**config.mk**
```make
export PLATFORM = sky130hd
export DESIGN_NAME = operand_forward_ctrl
export DESIGN_NICKNAME = d
export VERILOG_FILES = /design/src/rtl/execute_pkg.sv /design/src/rtl/forward_match.sv /design/src/rtl/operand_forward_ctrl.sv
export SDC_FILE = /design/constraint.sdc
export NUM_CORES = 1
export LEC_CHECK = 0
export BUFFER_PORTS_ARGS = -buffer_cell sky130_fd_sc_hd__clkbuf_2
export CORE_MARGIN = 8
export CORE_UTILIZATION = 46
export DETAILED_ROUTE_END_ITERATION = 8
export GPL_TIMING_DRIVEN = 0
export HOLD_SLACK_MARGIN = 0.08
export PLACE_DENSITY = 0.82
export SLEW_MARGIN = 15
export SYNTH_ARGS = -nofsm -noshare
export SYNTH_HDL_FRONTEND = slang
export SYNTH_SLANG_ARGS = --single-unit
```
**constraint.sdc**
```tcl
create_clock -name CLK -period 1.8 [get_ports CLK]
set_input_delay 0.36 -clock CLK [delete_from_list [all_inputs] [get_ports CLK]]
set_output_delay 0.36 -clock CLK [all_outputs]
set_load 0.02 [all_outputs]
```
**src/rtl/execute_pkg.sv**
```systemverilog
// Shared execute-stage definitions: operand select codes, forwarding FSM states
// and the destination tag record carried down the EX/MEM/WB tag pipeline.
package execute_pkg;

    localparam int unsigned SEL_CODE_W = 3;
    localparam int unsigned TAG_RD_W   = 8;

    localparam logic [SEL_CODE_W-1:0] SEL_RF  = 3'b000;
    localparam logic [SEL_CODE_W-1:0] SEL_EX  = 3'b001;
    localparam logic [SEL_CODE_W-1:0] SEL_MEM = 3'b010;
    localparam logic [SEL_CODE_W-1:0] SEL_WB  = 3'b011;
    localparam logic [SEL_CODE_W-1:0] SEL_PC  = 3'b100;
    localparam logic [SEL_CODE_W-1:0] SEL_IMM = 3'b101;

    typedef enum logic [1:0] {
        ST_RUN   = 2'd0,
        ST_STALL = 2'd1,
        ST_HOLD  = 2'd2
    } fwd_state_e;

    typedef struct packed {
        logic                valid;
        logic [TAG_RD_W-1:0] rd;
        logic                wen;
        logic                is_load;
    } tag_t;

    localparam tag_t TAG_NONE = '0;

    // A tag supplies a source only if it really writes that (non-x0) register.
    function automatic logic tag_hit(input tag_t t, input logic [TAG_RD_W-1:0] src,
                                     input logic src_use);
        return t.valid && t.wen && src_use && (src != '0) && (t.rd == src);
    endfunction

endpackage

```
**src/rtl/forward_match.sv**
```systemverilog
// Per-operand select resolution against the EX/MEM/WB tags.
// WB bypass (code 011) is only considered when FWD_WB_BYPASS_EN is defined.
module forward_match
    import execute_pkg::*;
#(
    parameter int unsigned SEL_W = 3
) (
    input  logic [TAG_RD_W-1:0]   src_addr,
    input  logic                  src_use,
    input  logic                  override,
    input  logic [SEL_CODE_W-1:0] override_code,
    input  tag_t                  tag_ex,
    input  tag_t                  tag_mem,
    input  tag_t                  tag_wb,
    output logic [SEL_W-1:0]      sel_c,
    output logic                  load_use_c
);

    logic unused_c;

    // Youngest producer wins; PC/immediate operands bypass forwarding entirely.
    always_comb begin
        sel_c = SEL_W'(SEL_RF);
        if (override) begin
            sel_c = SEL_W'(override_code);
        end else if (tag_hit(tag_ex, src_addr, src_use)) begin
            sel_c = SEL_W'(SEL_EX);
        end else if (tag_hit(tag_mem, src_addr, src_use)) begin
            sel_c = SEL_W'(SEL_MEM);
`ifdef FWD_WB_BYPASS_EN
        end else if (tag_hit(tag_wb, src_addr, src_use)) begin
            sel_c = SEL_W'(SEL_WB);
`endif
        end
    end

    assign load_use_c = tag_ex.is_load && tag_hit(tag_ex, src_addr, src_use);

`ifdef FWD_WB_BYPASS_EN
    assign unused_c = tag_mem.is_load ^ tag_wb.is_load;
`else
    assign unused_c = ^{tag_mem.is_load, tag_wb};
`endif

endmodule

```
**src/rtl/operand_forward_ctrl.sv**
```systemverilog
// Operand forwarding / load-use interlock controller for the execute stage.
// Optional WB-data bypass enabled by defining FWD_WB_BYPASS_EN.
module operand_forward_ctrl
    import execute_pkg::*;
#(
    parameter int unsigned REG_ADDR_W = 5,
    parameter int unsigned SEL_W      = 3
) (
    input  logic                  CLK,
    input  logic                  RST_N,
    input  logic                  ID_VALID,
    input  logic [REG_ADDR_W-1:0] RS1_ADDR,
    input  logic [REG_ADDR_W-1:0] RS2_ADDR,
    input  logic                  RS1_USE,
    input  logic                  RS2_USE,
    input  logic                  OP1_PC,
    input  logic                  OP2_IMM,
    input  logic [REG_ADDR_W-1:0] RD_ADDR,
    input  logic                  RD_WEN,
    input  logic                  IS_LOAD,
    input  logic                  FREEZE,
    output logic [SEL_W-1:0]      SEL1,
    output logic [SEL_W-1:0]      SEL2,
    output logic                  STALL
);

    fwd_state_e       state_q, state_d, prior_q, prior_d, eff_state_c;
    tag_t             tag_ex_q, tag_ex_d, tag_mem_q, tag_mem_d, tag_wb_q, tag_wb_d;
    tag_t             dec_tag_c;
    logic [SEL_W-1:0] sel1_q, sel1_d, sel2_q, sel2_d, sel1_c, sel2_c;
    logic             stall_q, stall_d;
    logic             load_use1_c, load_use2_c, hazard_c;

    always_comb begin
        dec_tag_c         = TAG_NONE;
        dec_tag_c.valid   = ID_VALID;
        dec_tag_c.rd      = TAG_RD_W'(RD_ADDR);
        dec_tag_c.wen     = RD_WEN;
        dec_tag_c.is_load = IS_LOAD;
    end

    forward_match #(.SEL_W(SEL_W)) u_match1 (
        .src_addr      (TAG_RD_W'(RS1_ADDR)),
        .src_use       (RS1_USE),
        .override      (OP1_PC),
        .override_code (SEL_PC),
        .tag_ex        (tag_ex_q),
        .tag_mem       (tag_mem_q),
        .tag_wb        (tag_wb_q),
        .sel_c         (sel1_c),
        .load_use_c    (load_use1_c)
    );

    forward_match #(.SEL_W(SEL_W)) u_match2 (
        .src_addr      (TAG_RD_W'(RS2_ADDR)),
        .src_use       (RS2_USE),
        .override      (OP2_IMM),
        .override_code (SEL_IMM),
        .tag_ex        (tag_ex_q),
        .tag_mem       (tag_mem_q),
        .tag_wb        (tag_wb_q),
        .sel_c         (sel2_c),
        .load_use_c    (load_use2_c)
    );

    assign hazard_c = ID_VALID && (load_use1_c || load_use2_c);

    // Leaving HOLD behaves exactly like the state that was frozen.
    assign eff_state_c = (state_q == ST_HOLD) ? prior_q : state_q;

    always_ff @(posedge CLK or negedge RST_N) begin
        if (!RST_N) begin
            state_q <= ST_RUN;
            prior_q <= ST_RUN;
        end else begin
            state_q <= state_d;
            prior_q <= prior_d;
        end
    end

    always_comb begin
        state_d = state_q;
        prior_d = prior_q;
        if (FREEZE) begin
            state_d = ST_HOLD;
            prior_d = eff_state_c;
        end else begin
            case (eff_state_c)
                ST_RUN:  state_d = hazard_c ? ST_STALL : ST_RUN;
                default: state_d = ST_RUN;
            endcase
        end
    end

    // Tag pipeline advance and registered select/stall outputs.
    always_comb begin
        tag_ex_d  = tag_ex_q;
        tag_mem_d = tag_mem_q;
        tag_wb_d  = tag_wb_q;
        sel1_d    = sel1_q;
        sel2_d    = sel2_q;
        stall_d   = stall_q;
        if (!FREEZE) begin
            tag_wb_d  = tag_mem_q;
            tag_mem_d = tag_ex_q;
            stall_d   = 1'b0;
            if ((eff_state_c == ST_RUN) && hazard_c) begin
                tag_ex_d = TAG_NONE;
                sel1_d   = SEL_W'(SEL_RF);
                sel2_d   = SEL_W'(SEL_RF);
                stall_d  = 1'b1;
            end else if (ID_VALID) begin
                tag_ex_d = dec_tag_c;
                sel1_d   = sel1_c;
                sel2_d   = sel2_c;
            end else begin
                tag_ex_d = TAG_NONE;
                sel1_d   = SEL_W'(SEL_RF);
                sel2_d   = SEL_W'(SEL_RF);
            end
        end
    end

    always_ff @(posedge CLK or negedge RST_N) begin
        if (!RST_N) begin
            tag_ex_q  <= TAG_NONE;
            tag_mem_q <= TAG_NONE;
            tag_wb_q  <= TAG_NONE;
            sel1_q    <= SEL_W'(SEL_RF);
            sel2_q    <= SEL_W'(SEL_RF);
            stall_q   <= 1'b0;
        end else begin
            tag_ex_q  <= tag_ex_d;
            tag_mem_q <= tag_mem_d;
            tag_wb_q  <= tag_wb_d;
            sel1_q    <= sel1_d;
            sel2_q    <= sel2_d;
            stall_q   <= stall_d;
        end
    end

    assign SEL1  = sel1_q;
    assign SEL2  = sel2_q;
    assign STALL = stall_q;

endmodule

```
== Yosys cells after proc, flatten, opt, wreduce, memory -nomap -nowiden ==
Index checks and enable logic that the tools add are counted.

* Latch bits: 0
* Bits in read-only memories: 0
* Bits in writable memories: 0
* Output and inout port bits: 7
* Memories kept: 0
* Flip-flop bits (word level): 32

* Shift operators: 0
* Mux-type cells: 17
* Divide/modulo/power cells: 0
* Multipliers: 0
* Add/subtract/negate cells: 0
* Reduce and logical (&&, ||, !) cells: 22
* Equal/unequal tests: 5
* Order comparisons: 0
* Bitwise logic cells: 0

{| class="wikitable"
|+ Operator list
! kind !! count
|-
| 8-bit by 5-bit == test with 1-bit output || 4
|-
| 3-bit two-way mux || 8
|-
| 11-bit two-way mux || 2
|-
| 1-bit logical AND || 18
|-
| 8-bit nonzero test || 2
|-
| 2-bit two-way mux || 4
|-
| 1-bit two-way mux || 3
|-
| 2-bit == test (second input constant) || 1
|-
| 2-bit logical NOT || 1
|-
| 1-bit logical OR || 1
|}

== Logic depth before layout (Yosys ltp) ==
* Depth after elaboration: 10
* Depth in mapped cells: 6
* Depth with buffers taken out: 5

== Hierarchy ==
Synthesis repeated with hierarchy kept, for this count alone.

* Cell total of the unflattened synthesis: 168
* Area, all modules: 1848.0 µm²

{| class="wikitable"
|+ Modules (own cells, without submodules)
! module !! cells an instance !! instances !! area each (µm²)
|-
| operand_forward_ctrl || 100 || 1 || 1335.0
|-
| forward_match || 34 || 2 || 256.5
|}

== Worst setup path after synthesis ==
No wires, ideal clock.

* Path kind: flip-flop to flip-flop
* From: register tag_ex_q[4] (netlist bit)
* To: register sel1_q[2], in the netlist SEL1[2]
* Path slack: 0.062 ns
* Clock period less this slack: 1.738 ns
* Cell stages (with the launch flop): 7
* Data arrival time: 1.616 ns
* Path through: dfrtp_1 > xnor2_1 > nand4_1 > or3_4 > a21o_4 > buf_6 > a32o_1

* Longest elaborated chain between the ends: 7
* Elaborated cells between the ends (all ways): 10
* Those cells by class: eq/ne: 2; mux: 1; reduce/logical: 7

{| class="wikitable"
|+ RTL lines
! item !! line !! source
|-
| start, declared || operand_forward_ctrl.sv:28 || <nowiki>tag_t tag_ex_q, tag_ex_d, tag_mem_q, tag_mem_d, tag_wb_q, tag_wb_d;</nowiki>
|-
| start signal, assigned || operand_forward_ctrl.sv:133 || <nowiki>tag_ex_q <= tag_ex_d;</nowiki>
|-
| 8-bit by 5-bit == test with 1-bit output || execute_pkg.sv:33 || <nowiki>return t.valid && t.wen && src_use && (src != '0) && (t.rd == src);</nowiki>
|-
| 1-bit logical AND || execute_pkg.sv:33 ||
|-
| 1-bit logical AND || forward_match.sv:37 || <nowiki>assign load_use_c = tag_ex.is_load && tag_hit(tag_ex, src_addr, src_use);</nowiki>
|-
| 1-bit logical OR (*) || operand_forward_ctrl.sv:66 || <nowiki>assign hazard_c = ID_VALID && (load_use1_c || load_use2_c);</nowiki>
|-
| 1-bit logical AND (*) || operand_forward_ctrl.sv:66 ||
|-
| 1-bit logical AND (*) || operand_forward_ctrl.sv:107 || <nowiki>if ((eff_state_c == ST_RUN) && hazard_c) begin</nowiki>
|-
| 3-bit two-way mux (*) || operand_forward_ctrl.sv:107 ||
|-
| end signal, assigned || operand_forward_ctrl.sv:129 || <nowiki>sel1_q <= SEL_W'(SEL_RF);</nowiki>
|-
| end signal, assigned || operand_forward_ctrl.sv:136 || <nowiki>sel1_q <= sel1_d;</nowiki>
|-
| end, declared || operand_forward_ctrl.sv:30 || <nowiki>logic [SEL_W-1:0] sel1_q, sel1_d, sel2_q, sel2_d, sel1_c, sel2_c;</nowiki>
|}

Mark *: on every way between the ends. The rest lies on a longest branch, timed or not.
A chain may end at the register's enable or synchronous reset.

== Final worst setup path ==
* From: register tag_ex_q[2] (netlist bit)
* To: register tag_ex_q[1] (netlist bit)

* Longest elaborated chain between the ends: 7
* Elaborated cells between the ends (all ways): 10
* Those cells by class: eq/ne: 2; mux: 1; reduce/logical: 7

{| class="wikitable"
|+ RTL lines
! item !! line
|-
| 8-bit by 5-bit == test with 1-bit output || execute_pkg.sv:33
|-
| 1-bit logical AND || execute_pkg.sv:33
|-
| 1-bit logical AND || forward_match.sv:37
|-
| 1-bit logical OR (*) || operand_forward_ctrl.sv:66
|-
| 1-bit logical AND (*) || operand_forward_ctrl.sv:66
|-
| 1-bit logical AND (*) || operand_forward_ctrl.sv:107
|-
| 11-bit two-way mux (*) || operand_forward_ctrl.sv:107
|}

Marks and branches as above.

==> metrics.md <==
| Metric | Value |
|---|---|
| Setup TNS | -0.2500 ns |
| Pwr Total | 1.294 mW |
| Seq cells post-synth | 26 |
| Vias in the first global route | 1,096 |
| Status | finished with violations |
| PwrDens | 783.1 nW/µm² |
| Share of the synthesized area in the top cell type | 50.98% |
| Critical Path Fanout Max | 5 |
| Starting DRT DRC Count | around 90 |
| Hold path startpoint | FREEZE |
| Register-to-register path setup slack | -0.03 ns |
| Share of cells above drive strength 1 | about two fifths |
| R2R depth | 6 |
| Clock Skew | roughly 0.014 ns |
| Yosys Warn Count | 0 |
| Leak pwr | 0.7565 nW |
| Cell variety after synth | 29 |
| Met1 usage | 17.22% |
| # H-tree levels | 1 |
| Vias | between 1k and 1.5k |
| Syn nets | roughly 130 |
| Setup ws final | -0.03421 ns |
| Global Route Usage Sum | 14.50% |
| Final nets | between 150 and 200 |
| Top FF cell, synth | dfrtp_1 |
| CTS root buf | clkbuf_4 |
| R2r endpoint | tag_ex_q[1] |
| Die width | 68.67 µm |
| Final Cell Area | between 1500 and 2000 µm² |
| Met3 GRT Util | 4.523% |
| Register area share after synthesis | roughly 51% |
| Critical path type | register to register |
| Hold path depth | 1 |
| Post-synth EDFFs | 0 |
| FP Rows | 19 |
| Share of the clock period used by the worst path | 101.9% |
| Die ar. | roughly 4700 µm² |
| Pins Over Slew Limit | 0 |
| Ys async rst share | between 90% and 100% |
| IO Count | 32 |
| Endpoints failing setup | 12 |
| Most common cell in the netlist | dfrtp_1 |
| Least-Margin Pin Slew | about 0.66 ns |
| Failing checks | setup timing |
| Clk buf depth | 2 |
| Placed instance area | ~1500 µm² |
| Synth area leader | dfrtp_1 |
| Hold crit path type | input pin to register |
| RSZ-0062 raised after global routing | yes |
| Via/cell ratio | about 5.7 |
| MaxCap Viol Count | 0 |
| Mean Syn Cell Area | 12.04 µm² |
| Synth area leaders | dfrtp_1 (51%), xnor2_1 (11%), a32o_1 (8.6%), mux2_2 (6.2%), xor2_1 (2.7%) |
| Core area | approximately 2700 µm² |
| Type of origin of the critical path | register |
| RePlAce Congestion | 0.9209 |
| Worst EP arrival | 2.07 ns |
| Fin crit period | 1.834 ns |
| Util after Layout | roughly 62% |
| Die height | about 69 µm |
| Global-route wire length before repair | just over 5 mm |
| Port buffer count | 31 |
| Worst path required time | slightly above 2 ns |
| Post-Syn Area | between 1000 and 1500 µm² |
| Highest Clock Rate | 545.2 MHz |
| Initial antenna violation count | 0 |
| Final hold violation count | 0 |
| Total detailed-routing wirelength | roughly 3.2 mm |
| Area growth syn-to-layout | 29.51% |
| Syn Inst Count | 106 |
| Drt wl/cell | 17.83 µm |
| CTS Sinks | 26 |
| Antenna diodes | 0 |
| Drt drc | 0 |
| Largest net degree at the start of global routing | 27 |
| Post-synth top cells | dfrtp_1 (26), xnor2_1 (16), a32o_1 (11) |
| GR Overflow Total | 0 |
| CTS tree | done |
| First-pass iteration count of the detailed router | 4 |
| GRT busiest layer | met2 |
| Endpoint class of the critical path | register |
| Relative slew slack | about 56% |
| Clock latency at the later pin of the worst-skew pair | 0.34 ns |
| Initial Util | 47.51% |
| DP HPWL | around 2.4 mm |
| Layout fillers | just over 200 |
| Peak VDD IR | between 0.7 and 0.8 mV |
| GR met2 Demand/Resource | 25.20% |
| Hold Path End | state_q[1] |
| Clk slew on worst S/H paths | 0.16 ns |
| Worst r2r src | tag_ex_q[2] |
| Post-route ant nets | 0 |
| Total CTS buffers | 3 |
critical path, stage by stage, from the launching register on:
cell and delay, ns:
dfrtp_1 0.46, xnor2_1 0.18, nand3_1 0.10, or3_4 0.39, a21o_4 0.25, buf_8 0.14, a32o_1 0.21
kinds of logic after synthesis:
family                    after synthesis  synth area share, %
DFF                                    26                50.98
and+or+nand+nor                        24                11.57
AOI/OAI and AO/OA                      22                14.90
xor gates and xnor gates               20                13.72
muxes                                   7                6.177
buffers and inverters                   7                2.647
through the flow:
step	std cells	worst slack (ns)	hold slack, ns
after global routing	180	-0.06668	0.1390
after floorplan	106	0.06234	0.06441
final	180	-0.03421	0.1481
after CTS	179	-0.04282	0.1461
after detailed placement	168	-0.1605	0.4132
after global placement	168	-0.08319	0.3999
report_power, final:
part	leakage [nW]	internal (mW)	switching (mW)	total, mW
sequential	0.341	0.623	0.0398	0.663
combinational	0.388	0.115	0.100	0.216
clock	0.0279	0.226	0.190	0.416
total	0.756	0.964	0.331	1.29
layout by cell type, fill, tap and decap left out, types with 2 or more instances in the layout:
master    netlist  final
inv_1           2      2
clkbuf_1        4      4
mux2_2          7      7
dfrtp_1        26     25
o21ai_1         2      2
a32o_1         11     11
o21ai_0         2      2
or4_1           2      2
xnor2_1        16     13
xor2_1          4      4
nand2_1         5      5
a21oi_1         2      2
or3_4           2      2
clkbuf_4        0      3
nand3_1         4      4
clkbuf_2        0     31
buf_4           0      5
nand4_1         3      3
xnor2_2         0      3
worst max-delay path by stage:
stage                startpoint          end  slack, ns  depth (start not counted)
CTS                 tag_ex_q[2]  tag_ex_q[1]      -0.04                          6
floorplan           tag_ex_q[4]      SEL1[2]       0.06                          6
global route        tag_ex_q[6]      SEL1[2]      -0.07                          6
detailed placement  RS1_ADDR[1]      SEL1[2]      -0.16                          7
global placement    RS1_ADDR[1]  tag_ex_q[6]      -0.08                          7
finish              tag_ex_q[2]  tag_ex_q[1]      -0.03                          6
repair_timing:
item | 4_1_cts | 5_1_grt
resized for setup | 3 | 4
cloned | 1 | 0
setup buffers | 5 | 1
hold buffers | 1 | 0
pin swaps | 16 | 10
hold endpoints to repair | 26 | 0
setup endpoints to repair | 8 | 13
per-layer routing:
metal,vias to the layer above,routed length [µm]
li1,485,-
met1,509,1348
met2,33,1605
met3,3,242
met4,0,12
met5,-,0
flip-flops by register name, summed over array words and instances (netlist names):
| signal | cells |
|---|---|
| tag_ex_q | 8 |
| tag_mem_q | 7 |
| SEL1 | 3 |
| SEL2 | 3 |
| prior_q | 2 |
| state_q | 2 |
| STALL | 1 |
layout make-up:
class | instances | area, µm² | share of cell area, %
Inverter | 2 | 7.507 | 0.4542
Clock buffer | 3 | 22.52 | 1.363
Timing Repair Buffer | 39 | 250.2 | 15.14
Multi-Input combinational cell | 73 | 621.8 | 37.62
Tap cell | 31 | 38.79 | 2.347
Clock inverter | 1 | 30.03 | 1.817
Buffer | 5 | 30.03 | 1.817
Sequential cell | 26 | 651.9 | 39.44
Power figures use the tool's default switching activity.
